## src/rtl/parking_lane_arbiter_if.sv

```systemverilog
// Request/strobe bundle between the lane FSMs, the arbiter and the occupancy counter.
// Latency: none (wires only).
// Backpressure: none; requests are one-cycle pulses queued inside the arbiter.
interface parking_lane_arbiter_if #(
    parameter int CNT_W = 3
);
    logic             tick_1khz;
    logic [1:0]       in_req;
    logic [1:0]       out_req;
    logic             cnt_up;
    logic             cnt_dn;
    logic [CNT_W-1:0] occupancy;
    logic             full;
    logic             empty;
    logic [1:0]       barrier;
    logic [1:0]       deny;
    logic             err;

    // Request side: lane FSMs and tick source.
    modport master (
        output tick_1khz, in_req, out_req,
        input  cnt_up, cnt_dn, occupancy, full, empty, barrier, deny, err
    );

    // Arbiter side.
    modport slave (
        input  tick_1khz, in_req, out_req,
        output cnt_up, cnt_dn, occupancy, full, empty, barrier, deny, err
    );
endinterface

```

## src/rtl/parking_lane_arbiter.sv

```systemverilog
// Serialises two lanes' entry/exit pulses onto one occupancy counter, exits first, round-robin lanes.
// Latency: request pulse at cycle n -> strobe/deny/err visible at n+3; one request served per 2 cycles.
// Backpressure: none; each request type per lane queues one deep, duplicates are merged and flagged on err.
module parking_lane_arbiter #(
    parameter int CAPACITY   = 7,
    parameter int CNT_W      = 3,
    parameter int OPEN_TICKS = 2000,
    parameter int TMR_W      = 12
) (
    input  logic                  clk,
    input  logic                  rst,
    parking_lane_arbiter_if.slave bus
);
    localparam logic [CNT_W-1:0] CAP_V  = CNT_W'(CAPACITY);
    localparam logic [TMR_W-1:0] OPEN_V = TMR_W'(OPEN_TICKS);

    typedef enum logic {
        IDLE,
        SERVE
    } state_t;

    state_t           state;
    // Pending bits ordered {out1, out0, in1, in0}, so {is_exit, lane} indexes them directly.
    logic [3:0]       pending;
    logic [3:0]       req_vec;
    logic [3:0]       clr_vec;
    logic [3:0]       merge_vec;
    logic             sel_exit;
    logic             sel_lane;
    logic             rr;
    logic             win_exit;
    logic             win_lane;
    logic [1:0]       cls;
    logic             entry_ok;
    logic             entry_full;
    logic             exit_ok;
    logic             exit_empty;
    logic [1:0]       timer_load;
    logic [1:0]       deny_nxt;
    logic [CNT_W-1:0] occ_q;
    logic             cnt_up_q;
    logic             cnt_dn_q;
    logic             err_q;
    logic [1:0]       deny_q;
    logic [TMR_W-1:0] timer [2];

    assign req_vec   = {bus.out_req, bus.in_req};
    // A pulse landing on a bit that stays set is a duplicate. A pulse coinciding with the
    // bit being taken by the FSM re-arms it instead, so it is a fresh request, not a merge.
    assign merge_vec = req_vec & pending & ~clr_vec;

    // Winner selection: exits beat entries; inside a class the lane other than rr wins a tie.
    always_comb begin
        win_exit = (pending[3:2] != 2'b00);
        cls      = win_exit ? pending[3:2] : pending[1:0];
        win_lane = (cls == 2'b11) ? ~rr : cls[1];
        clr_vec  = 4'b0000;
        if (state == IDLE && pending != 4'b0000) begin
            clr_vec[{win_exit, win_lane}] = 1'b1;
        end
    end

    // Outcome of the request currently in SERVE, and which lane's barrier it opens or denies.
    always_comb begin
        entry_ok   = (state == SERVE) && !sel_exit && (occ_q < CAP_V);
        entry_full = (state == SERVE) && !sel_exit && !(occ_q < CAP_V);
        exit_ok    = (state == SERVE) &&  sel_exit && (occ_q != '0);
        exit_empty = (state == SERVE) &&  sel_exit && (occ_q == '0);
        timer_load = 2'b00;
        deny_nxt   = 2'b00;
        if (entry_ok || exit_ok) begin
            timer_load[sel_lane] = 1'b1;
        end
        if (entry_full) begin
            deny_nxt[sel_lane] = 1'b1;
        end
    end

    // Pending request register; a new pulse wins over the FSM clearing the same bit.
    always_ff @(posedge clk or posedge rst) begin
        if (rst) begin
            pending <= 4'b0000;
        end else begin
            pending <= (pending & ~clr_vec) | req_vec;
        end
    end

    // Serve FSM with the shadow occupancy and registered strobe/deny/err outputs.
    always_ff @(posedge clk or posedge rst) begin
        if (rst) begin
            state    <= IDLE;
            sel_exit <= 1'b0;
            sel_lane <= 1'b0;
            rr       <= 1'b0;
            occ_q    <= '0;
            cnt_up_q <= 1'b0;
            cnt_dn_q <= 1'b0;
            deny_q   <= 2'b00;
            err_q    <= 1'b0;
        end else begin
            cnt_up_q <= entry_ok;
            cnt_dn_q <= exit_ok;
            deny_q   <= deny_nxt;
            err_q    <= exit_empty || (merge_vec != 4'b0000);
            if (entry_ok) begin
                occ_q <= occ_q + CNT_W'(1);
            end else if (exit_ok) begin
                occ_q <= occ_q - CNT_W'(1);
            end
            case (state)
                IDLE: begin
                    if (pending != 4'b0000) begin
                        sel_exit <= win_exit;
                        sel_lane <= win_lane;
                        state    <= SERVE;
                    end
                end
                SERVE: begin
                    rr    <= sel_lane;
                    state <= IDLE;
                end
                default: state <= IDLE;
            endcase
        end
    end

    // Barrier hold timers: a reload beats a coincident tick, otherwise count ticks down to zero.
    always_ff @(posedge clk or posedge rst) begin
        if (rst) begin
            for (int i = 0; i < 2; i++) begin
                timer[i] <= '0;
            end
        end else begin
            for (int i = 0; i < 2; i++) begin
                if (timer_load[i]) begin
                    timer[i] <= OPEN_V;
                end else if (bus.tick_1khz && timer[i] != '0) begin
                    timer[i] <= timer[i] - TMR_W'(1);
                end
            end
        end
    end

    assign bus.cnt_up    = cnt_up_q;
    assign bus.cnt_dn    = cnt_dn_q;
    assign bus.occupancy = occ_q;
    assign bus.full      = (occ_q == CAP_V);
    assign bus.empty     = (occ_q == '0);
    assign bus.deny      = deny_q;
    assign bus.err       = err_q;
    assign bus.barrier   = {timer[1] != '0, timer[0] != '0};
endmodule

```

## src/flat_wrapper.sv

```systemverilog
// flat-port wrapper written by rule: the top's interface ports become plain ports
module parking_lane_arbiter_flat 
#(
    parameter int CAPACITY   = 7,
    parameter int CNT_W      = 3,
    parameter int OPEN_TICKS = 2000,
    parameter int TMR_W      = 12
)
  (clk, rst, bus_tick_1khz, bus_in_req, bus_out_req, bus_cnt_up, bus_cnt_dn, bus_occupancy, bus_full, bus_empty, bus_barrier, bus_deny, bus_err);
  parking_lane_arbiter_if #(.CNT_W(CNT_W)) bus_i ();
  input  logic clk;
  input  logic rst;
  input wire logic [$bits(bus_i.tick_1khz)-1:0] bus_tick_1khz;
  input wire logic [$bits(bus_i.in_req)-1:0] bus_in_req;
  input wire logic [$bits(bus_i.out_req)-1:0] bus_out_req;
  output wire logic [$bits(bus_i.cnt_up)-1:0] bus_cnt_up;
  output wire logic [$bits(bus_i.cnt_dn)-1:0] bus_cnt_dn;
  output wire logic [$bits(bus_i.occupancy)-1:0] bus_occupancy;
  output wire logic [$bits(bus_i.full)-1:0] bus_full;
  output wire logic [$bits(bus_i.empty)-1:0] bus_empty;
  output wire logic [$bits(bus_i.barrier)-1:0] bus_barrier;
  output wire logic [$bits(bus_i.deny)-1:0] bus_deny;
  output wire logic [$bits(bus_i.err)-1:0] bus_err;
  assign bus_i.tick_1khz = bus_tick_1khz;
  assign bus_i.in_req = bus_in_req;
  assign bus_i.out_req = bus_out_req;
  assign bus_cnt_up = bus_i.cnt_up;
  assign bus_cnt_dn = bus_i.cnt_dn;
  assign bus_occupancy = bus_i.occupancy;
  assign bus_full = bus_i.full;
  assign bus_empty = bus_i.empty;
  assign bus_barrier = bus_i.barrier;
  assign bus_deny = bus_i.deny;
  assign bus_err = bus_i.err;
  parking_lane_arbiter #(.CAPACITY(CAPACITY), .CNT_W(CNT_W), .OPEN_TICKS(OPEN_TICKS), .TMR_W(TMR_W)) u_core (.clk(clk), .rst(rst), .bus(bus_i));
endmodule
```

## config.mk

```make
export PLATFORM = sky130hd
export DESIGN_NAME = parking_lane_arbiter_flat
export DESIGN_NICKNAME = d
export VERILOG_FILES = /design/src/rtl/parking_lane_arbiter_if.sv /design/src/rtl/parking_lane_arbiter.sv /design/src/flat_wrapper.sv
export SDC_FILE = /design/constraint.sdc
export NUM_CORES = 1
export LEC_CHECK = 0
export BUFFER_PORTS_ARGS = -buffer_cell sky130_fd_sc_hd__buf_4
export CAP_MARGIN = 0
export CORE_ASPECT_RATIO = 0.9
export CORE_UTILIZATION = 63
export DETAILED_ROUTE_END_ITERATION = 8
export HOLD_SLACK_MARGIN = 0.1
export PLACE_DENSITY = 0.84
export SYNTH_ARGS = -nofsm -noshare
export SYNTH_HDL_FRONTEND = slang
export SYNTH_SLANG_ARGS = --single-unit
```

## constraint.sdc

```tcl
create_clock -name clk -period 3.3 [get_ports clk]
set_input_delay 0.825 -clock clk [delete_from_list [all_inputs] [get_ports clk]]
set_output_delay 0.825 -clock clk [all_outputs]
set_load 0.05 [all_outputs]
```

==> results of run 1 <==
## how the worst max path moves through the flow
stage                           to  slack [ns]  depth (start not counted)               startpoint
finish              bus_barrier[0]        0.33                          3         u_core.timer[18]
global placement    bus_barrier[0]        0.69                          3         u_core.timer[18]
CTS                 bus_barrier[0]        0.33                          3         u_core.timer[18]
detailed placement  bus_barrier[0]        0.66                          3         u_core.timer[18]
floorplan                bus_empty        0.45                          2  u_core.bus.occupancy[2]
global route        bus_barrier[1]        0.23                          7          u_core.timer[0]
## worst min-delay path, cell delays in order (launching register included)
cell	delay (ns)
dfrtp_1	0.38
o41ai_1	0.07
a21oi_1	0.06
## layer usage
layer	GRT usage, %	vias up
met3	6.200	9
met4	11.96	0
met5	0	-
met1	32.13	873
li1	-	862
met2	45.16	40
## registers in the layout, summed over array words and instances, names as in the netlist
register,flops
u_core.bus.cnt_up,1
u_core.state,1
u_core.bus.occupancy,3
u_core.sel_lane,1
u_core.rr,1
u_core.bus.cnt_dn,1
u_core.timer,24
u_core.bus.deny,2
u_core.pending,4
u_core.sel_exit,1
u_core.bus.err,1
## cells by family (layout without fill, tap and decap cells)
family                   after synthesis  count (layout)
AND/OR/NAND/NOR                       93              93
AO/OA/AOI/OAI                         57              57
flip-flops                            40              40
buffers and inverters                 20              42
adder cells (fa/ha/maj)                5               5
XOR/XNOR                               3               3
multiplexers                           3               3
## power by group
group,internal [mW],switching (mW)
Sequential,0.610,0.153
Combinational,0.253,0.423
Clock,0.224,0.169
Total,1.09,0.745
## cell usage in the layout (no fill, tap or decap), types with 2 or more instances in the layout
| cell type | Yosys | layout |
|---|---|---|
| o21ai_0 | 12 | 12 |
| dfrtp_1 | 40 | 40 |
| nor4_1 | 5 | 5 |
| clkbuf_8 | 0 | 5 |
| or4_1 | 5 | 5 |
| and2_1 | 2 | 2 |
| or3b_2 | 4 | 4 |
| or4_4 | 2 | 2 |
| nor2_1 | 14 | 14 |
| inv_1 | 14 | 14 |
| nand3_1 | 7 | 7 |
| a21oi_1 | 19 | 19 |
| or2_2 | 3 | 3 |
| o31ai_1 | 5 | 5 |
| o311ai_0 | 2 | 2 |
| ha_1 | 4 | 4 |
| nor3b_1 | 3 | 3 |
| nor3_1 | 9 | 9 |
| a21o_1 | 7 | 7 |
| or3_2 | 2 | 2 |
| or3_1 | 5 | 5 |
| a211o_1 | 2 | 2 |
| and4b_1 | 2 | 2 |
| buf_4 | 0 | 20 |
| nand4_1 | 3 | 3 |
| mux2i_1 | 2 | 2 |
| and3_1 | 5 | 5 |
| nand2b_1 | 3 | 3 |
| nand2_1 | 13 | 13 |
| xnor2_1 | 2 | 2 |
| a31oi_1 | 2 | 2 |
## stage by stage
stage                     hold WS (ns)  cell area, um2  power [mW]
final                           0.5421            2399       1.832
after CTS                       0.5381            2399       1.830
after global placement          0.5183            2291       1.389
after detailed placement        0.5279            2291       1.440
after global routing            0.5523            2399       1.942
after floorplan                 0.4962            2120       1.251
## final cells by class
type                       count  area (um2)
clock buffer                   6       72.57
timing repair buffer          20       150.1
tap                           42       52.55
sequential                    40        1001
multi-input combinational    161        1035
clock inverter                 2       35.03
inverter                      14       52.55
fill                         236       739.5
==> results.cfg, run 1 <==
[floorplanning]
rows = 19
die_y_um = 57.03
start_util_pct = 67.54
die_w_um = 63.14
io_pins = 19
coreArea_um2 = 3138
die_area_um2 = 3601

[placed_design]
port_buffers = 18
dp_cells = 277
place_hpwl_um = 3050
place.gp.congestion = 0.8642
dp_slack_ns = 0.6559

[worst_setup_path]
critical_path_buf_inv_count = 1
critPathArrivalTime_ns = 2.15
r2r-end = u_core.timer[21]
cp_max_fo = 10
crit_top_cell = or4_4
required_ns = 2.47
regToRegStartpoint = u_core.timer[14]
max_stage_delay_ns = 0.60
ff2ff_setup_slack_ns = 1.16
startpoint_type = flop
reg2reg_depth = 4
worstSetupEndpointType = primary output
cp_slowest_cell = or4_4
crit_path_cell_trace = or4_4 > or4_4 > buf_4
crit_type = reg -> out
critPathTopFamily = simple AND/OR/NAND/NOR gates

[drt]
dr_wl_met2_um = 2149
vias = 1784
wl_met3_um = 163
drc = 0
drtIter0Drc = 141
drtPass1Iterations = 4
wl_met1_um = 1909
wire_per_inst_um = 14.98
drtAntennaViolNets = 0
top_layer = met4
viasPerCell = 6.260
routed_wl_um = 4269

[cts]
cts_root_buffer = clkbuf_8
cts_sinks = 40
cts_setup_buffers = 0
cts_tree = built
cts_buffer_depth = 2
htreeDepth = 2
clkTransAtPathRegs_ns = 0.07
cts_resized = 0
cts_made_buffers = 5
postCtsHoldBufs = 0
clock_latency_ns = 0.29

[yosys]
ys_seq_area_share_pct = 47.23
synth_cell_type_count = 49
ys_ff_latch = 40
synth_edf_count = 0
synth.avg_cell_area_um2 = 9.591
synth_area_leaders = dfrtp_1 (47%), a21oi_1 (4.5%), o21ai_0 (2.8%)
syn_area_um2 = 2120
yosysTopAreaCell = dfrtp_1
synth.top_cell.area_share_pct = 47.23
synth-adder-area-share_pct = 3.306
yosys_warnings = 0
yosys-top-cells-count = dfrtp_1 (40), a21oi_1 (19), inv_1 (14), nor2_1 (14), nand2_1 (13)
synth.area.mux_share_pct = 1.476
yosys.area_share.xor_xnor_pct = 1.240
syn_inst = 221
syn_nets = 233
yosys.area_share.simple_pct = 25.91
synth_compound_area_share_pct = 16.88
yosys_most_used_dff = dfrtp_1
synth_top_family_by_area = simple AND/OR/NAND/NOR gates
synthArstFlopShare_pct = 100.0
yosysMostFrequentCell = dfrtp_1

[sta]
slew_headroom_pct = 33.65
hold_viol = 0
setup_viol = 0
slew_violations = 0
tightest_slew_ns = 0.9931
tns_ns = 0
fin_ws_ns = 0.3280
grt_setup_unrepaired = false
fmax_mhz = 336.5
fin_crit_sh_pct = 90.06
min_period_ns = 2.972
skew_ns = 0.002268

[global_routing]
grt_first_pass_wirelength_um = 7362
grt_max_degree = 22
antenna_found_initial = 0
track_usage_pct = 26.47
grt_remaining_overflow = 0
grt_pass1_vias = 1742

[min_path]
whs_path_depth = 2
min_from = u_core.timer[17]
worstHoldEndpoint = u_core.timer[17]
hp-class = reg -> reg

[flow_run]
max-cap-violations = 0

[finish]
final_cells = 285
area_delta_synth_final_pct = 13.16
final_core_util_pct = 76.44
drive_gt1_share_pct = 16.46
nets = 254
antenna_cells = 0

[power_and_ir_drop]
ir_drop_mv = 0.7165
powerDensity_nw_per_um2 = 763.7
power_leakage_nw = 0.9747

[outcome]
status = completed
(Power assumes the default switching activity.)
==> run 2: changes to the inputs <==
--- a/config.mk
+++ b/config.mk
@@ -7,11 +7,13 @@
 export LEC_CHECK = 0
 export BUFFER_PORTS_ARGS = -buffer_cell sky130_fd_sc_hd__buf_4
 export CAP_MARGIN = 0
+export CELL_PAD_IN_SITES_DETAIL_PLACEMENT = 0
+export CELL_PAD_IN_SITES_GLOBAL_PLACEMENT = 1
 export CORE_ASPECT_RATIO = 0.9
-export CORE_UTILIZATION = 63
+export CORE_UTILIZATION = 49
 export DETAILED_ROUTE_END_ITERATION = 8
 export HOLD_SLACK_MARGIN = 0.1
-export PLACE_DENSITY = 0.84
+export PLACE_DENSITY_LB_ADDON = 0.1
 export SYNTH_ARGS = -nofsm -noshare
 export SYNTH_HDL_FRONTEND = slang
 export SYNTH_SLANG_ARGS = --single-unit
==> run 2 against run 1 <==
The run now ends with DRC left; combinational power down 1%; first-iteration DRC count up 7.1%; sequential cell count unchanged; register-to-register slack better by 0.06 ns; critical path depth unchanged; maximum frequency up 0.29%; global-route usage down 5.0 points; die area up 28%; sequential power about the same; sequential share of layout area up 0.065 points; critical endpoint unchanged; largest cell class unchanged; largest power group unchanged.
==> results.cfg, run 2 (synthesized netlist as in run 1, its figures left out) <==
[outcome]
status = complete, but fails checks
violations = DRC

[finish]
top_register = u_core.timer
layout_commonest_cell = dfrtp_1
final_cell_mix = dfrtp_1 (40), buf_4 (20), a21oi_1 (19), inv_1 (14), nor2_1 (14)
final_core_util_pct = 58.39
fillCellCount = 348
final_cells = 290
nets = 254
area_delta_synth_final_pct = 12.99
antenna_cells = 0
largest_reg_flops = 24
drive_gt1_share_pct = 16.53

[global_routing]
grt_pass1_vias = 1735
grt_max_degree = 41
grt_first_pass_wirelength_um = 7569
grt_remaining_overflow = 0
track_usage_pct = 21.44
antenna_found_initial = 0

[power_and_ir_drop]
combPwrFrac_pct = 37.4
ir_drop_mv = 0.6337
seqPwrFrac_pct = 42.7
p_int_mw = 1.048
power_leakage_nw = 0.9699
swShare_pct = 41.20
fin_total_pwr_mw = 1.783
net-switching-power_mw = 0.7344
powerDensity_nw_per_um2 = 744.4
clockPowerShare_pct = 19.8

[placed_design]
dp_slack_ns = 0.6581
dp_cells = 283
port_buffers = 18
place_hpwl_um = 2999
place.gp.congestion = 0.7978

[sta]
setup_viol = 0
hold_viol = 0
fmax_mhz = 337.4
fin_ws_ns = 0.3365
fin_crit_sh_pct = 89.80
skew_ns = 0.005894
slew_violations = 0
grt_setup_unrepaired = false
tns_ns = 0
tightest_slew_ns = 1.142
slew_headroom_pct = 23.73
min_period_ns = 2.964

[worst_setup_path]
startpoint_type = flop
crit_top_cell = or4_4
worstSetupEndpointType = primary output
crit_path_cell_trace = or4_4 > or4_4 > buf_4
crit_type = reg -> out
required_ns = 2.47
max_stage_delay_ns = 0.60
cp_slowest_cell = or4_4
cp_max_fo = 10
critPathArrivalTime_ns = 2.14

[cts]
clkTransAtPathRegs_ns = 0.07
cts_sinks = 40
cts_root_buffer = clkbuf_8
cts_resized = 0
cts_buffer_depth = 2
clock_latency_ns = 0.29
cts_tree = built
cts_made_buffers = 5
cts_setup_buffers = 0
postCtsHoldBufs = 0
htreeDepth = 2

[drt]
drtIter0Drc = 151
drc = 1
drtAntennaViolNets = 0
routed_wl_um = 4316
drtPass1Iterations = 6
wire_per_inst_um = 14.88
vias = 1754
viasPerCell = 6.048

[floorplanning]
die_y_um = 64.40
io_pins = 19
die_area_um2 = 4593
die_w_um = 71.33
rows = 22
start_util_pct = 51.68
coreArea_um2 = 4101

[flow_run]
max-cap-violations = 0

[min_path]
hp-class = reg -> reg
run 2: changes by cell type in the layout (fill, tap and decap cells not counted), sizes merged:
cell,previous run,this run
bufinv,1,0
clkbuf,6,7
clkinv,1,0
run 2: critical path, delay by kind of cell (launching register included):
kind          cells  cell delay (ns)
simple gates      2             1.18
flops             1             0.44
buf+inv           1             0.22
run 2: path summary, 6_finish.rpt:
kind | cells after the start | end | slack (ns) | from
setup / recovery | 3 | bus_barrier[0] | 0.34 | u_core.timer[18]
hold / removal | 2 | u_core.timer[17] | 0.54 | u_core.timer[17]
setup reg to reg | 4 | u_core.timer[21] | 1.22 | u_core.timer[14]
hold reg to reg | 2 | u_core.timer[17] | 0.54 | u_core.timer[17]
max in group asynchronous | 3 | u_core.timer[3] | 2.28 | rst
min in group asynchronous | 3 | u_core.bus.occupancy[2] | 0.66 | rst
run 2: power by group through the flow:
stage          sequential (mW)  combinational [mW]  clock (mW)
3_5_place_dp             0.768               0.670           0
6_report                 0.762               0.667       0.353
3_3_place_gp             0.755               0.647           0
5_1_grt                  0.785               0.762       0.383
2_1_floorplan            0.789               0.462           0
4_1_cts                  0.760               0.673       0.366
run 2: through the flow:
stage | hold slack (ns) | cell area (um2)
4_1_cts | 0.5469 | 2395
2_1_floorplan | 0.4962 | 2120
6_report | 0.5446 | 2395
3_5_place_dp | 0.5362 | 2298
3_3_place_gp | 0.5295 | 2298
5_1_grt | 0.5702 | 2395
run 2: area by class of cell:
type,count,area [um2],area share [%]
inverter,14,52.55,2.194
sequential,40,1001,41.80
tap,48,60.06,2.508
timing repair buffer,20,150.1,6.270
clock buffer,7,96.34,4.023
multi-input combinational,161,1035,43.21
run 2: metal layers:
layer  vias up  routed length [um]  GRT usage (%)
li1        860                   -              -
met1       836                1979          26.96
met2        50                2059          36.19
met3         8                 203          3.785
met4         0                  75          9.250
met5         -                   0              0
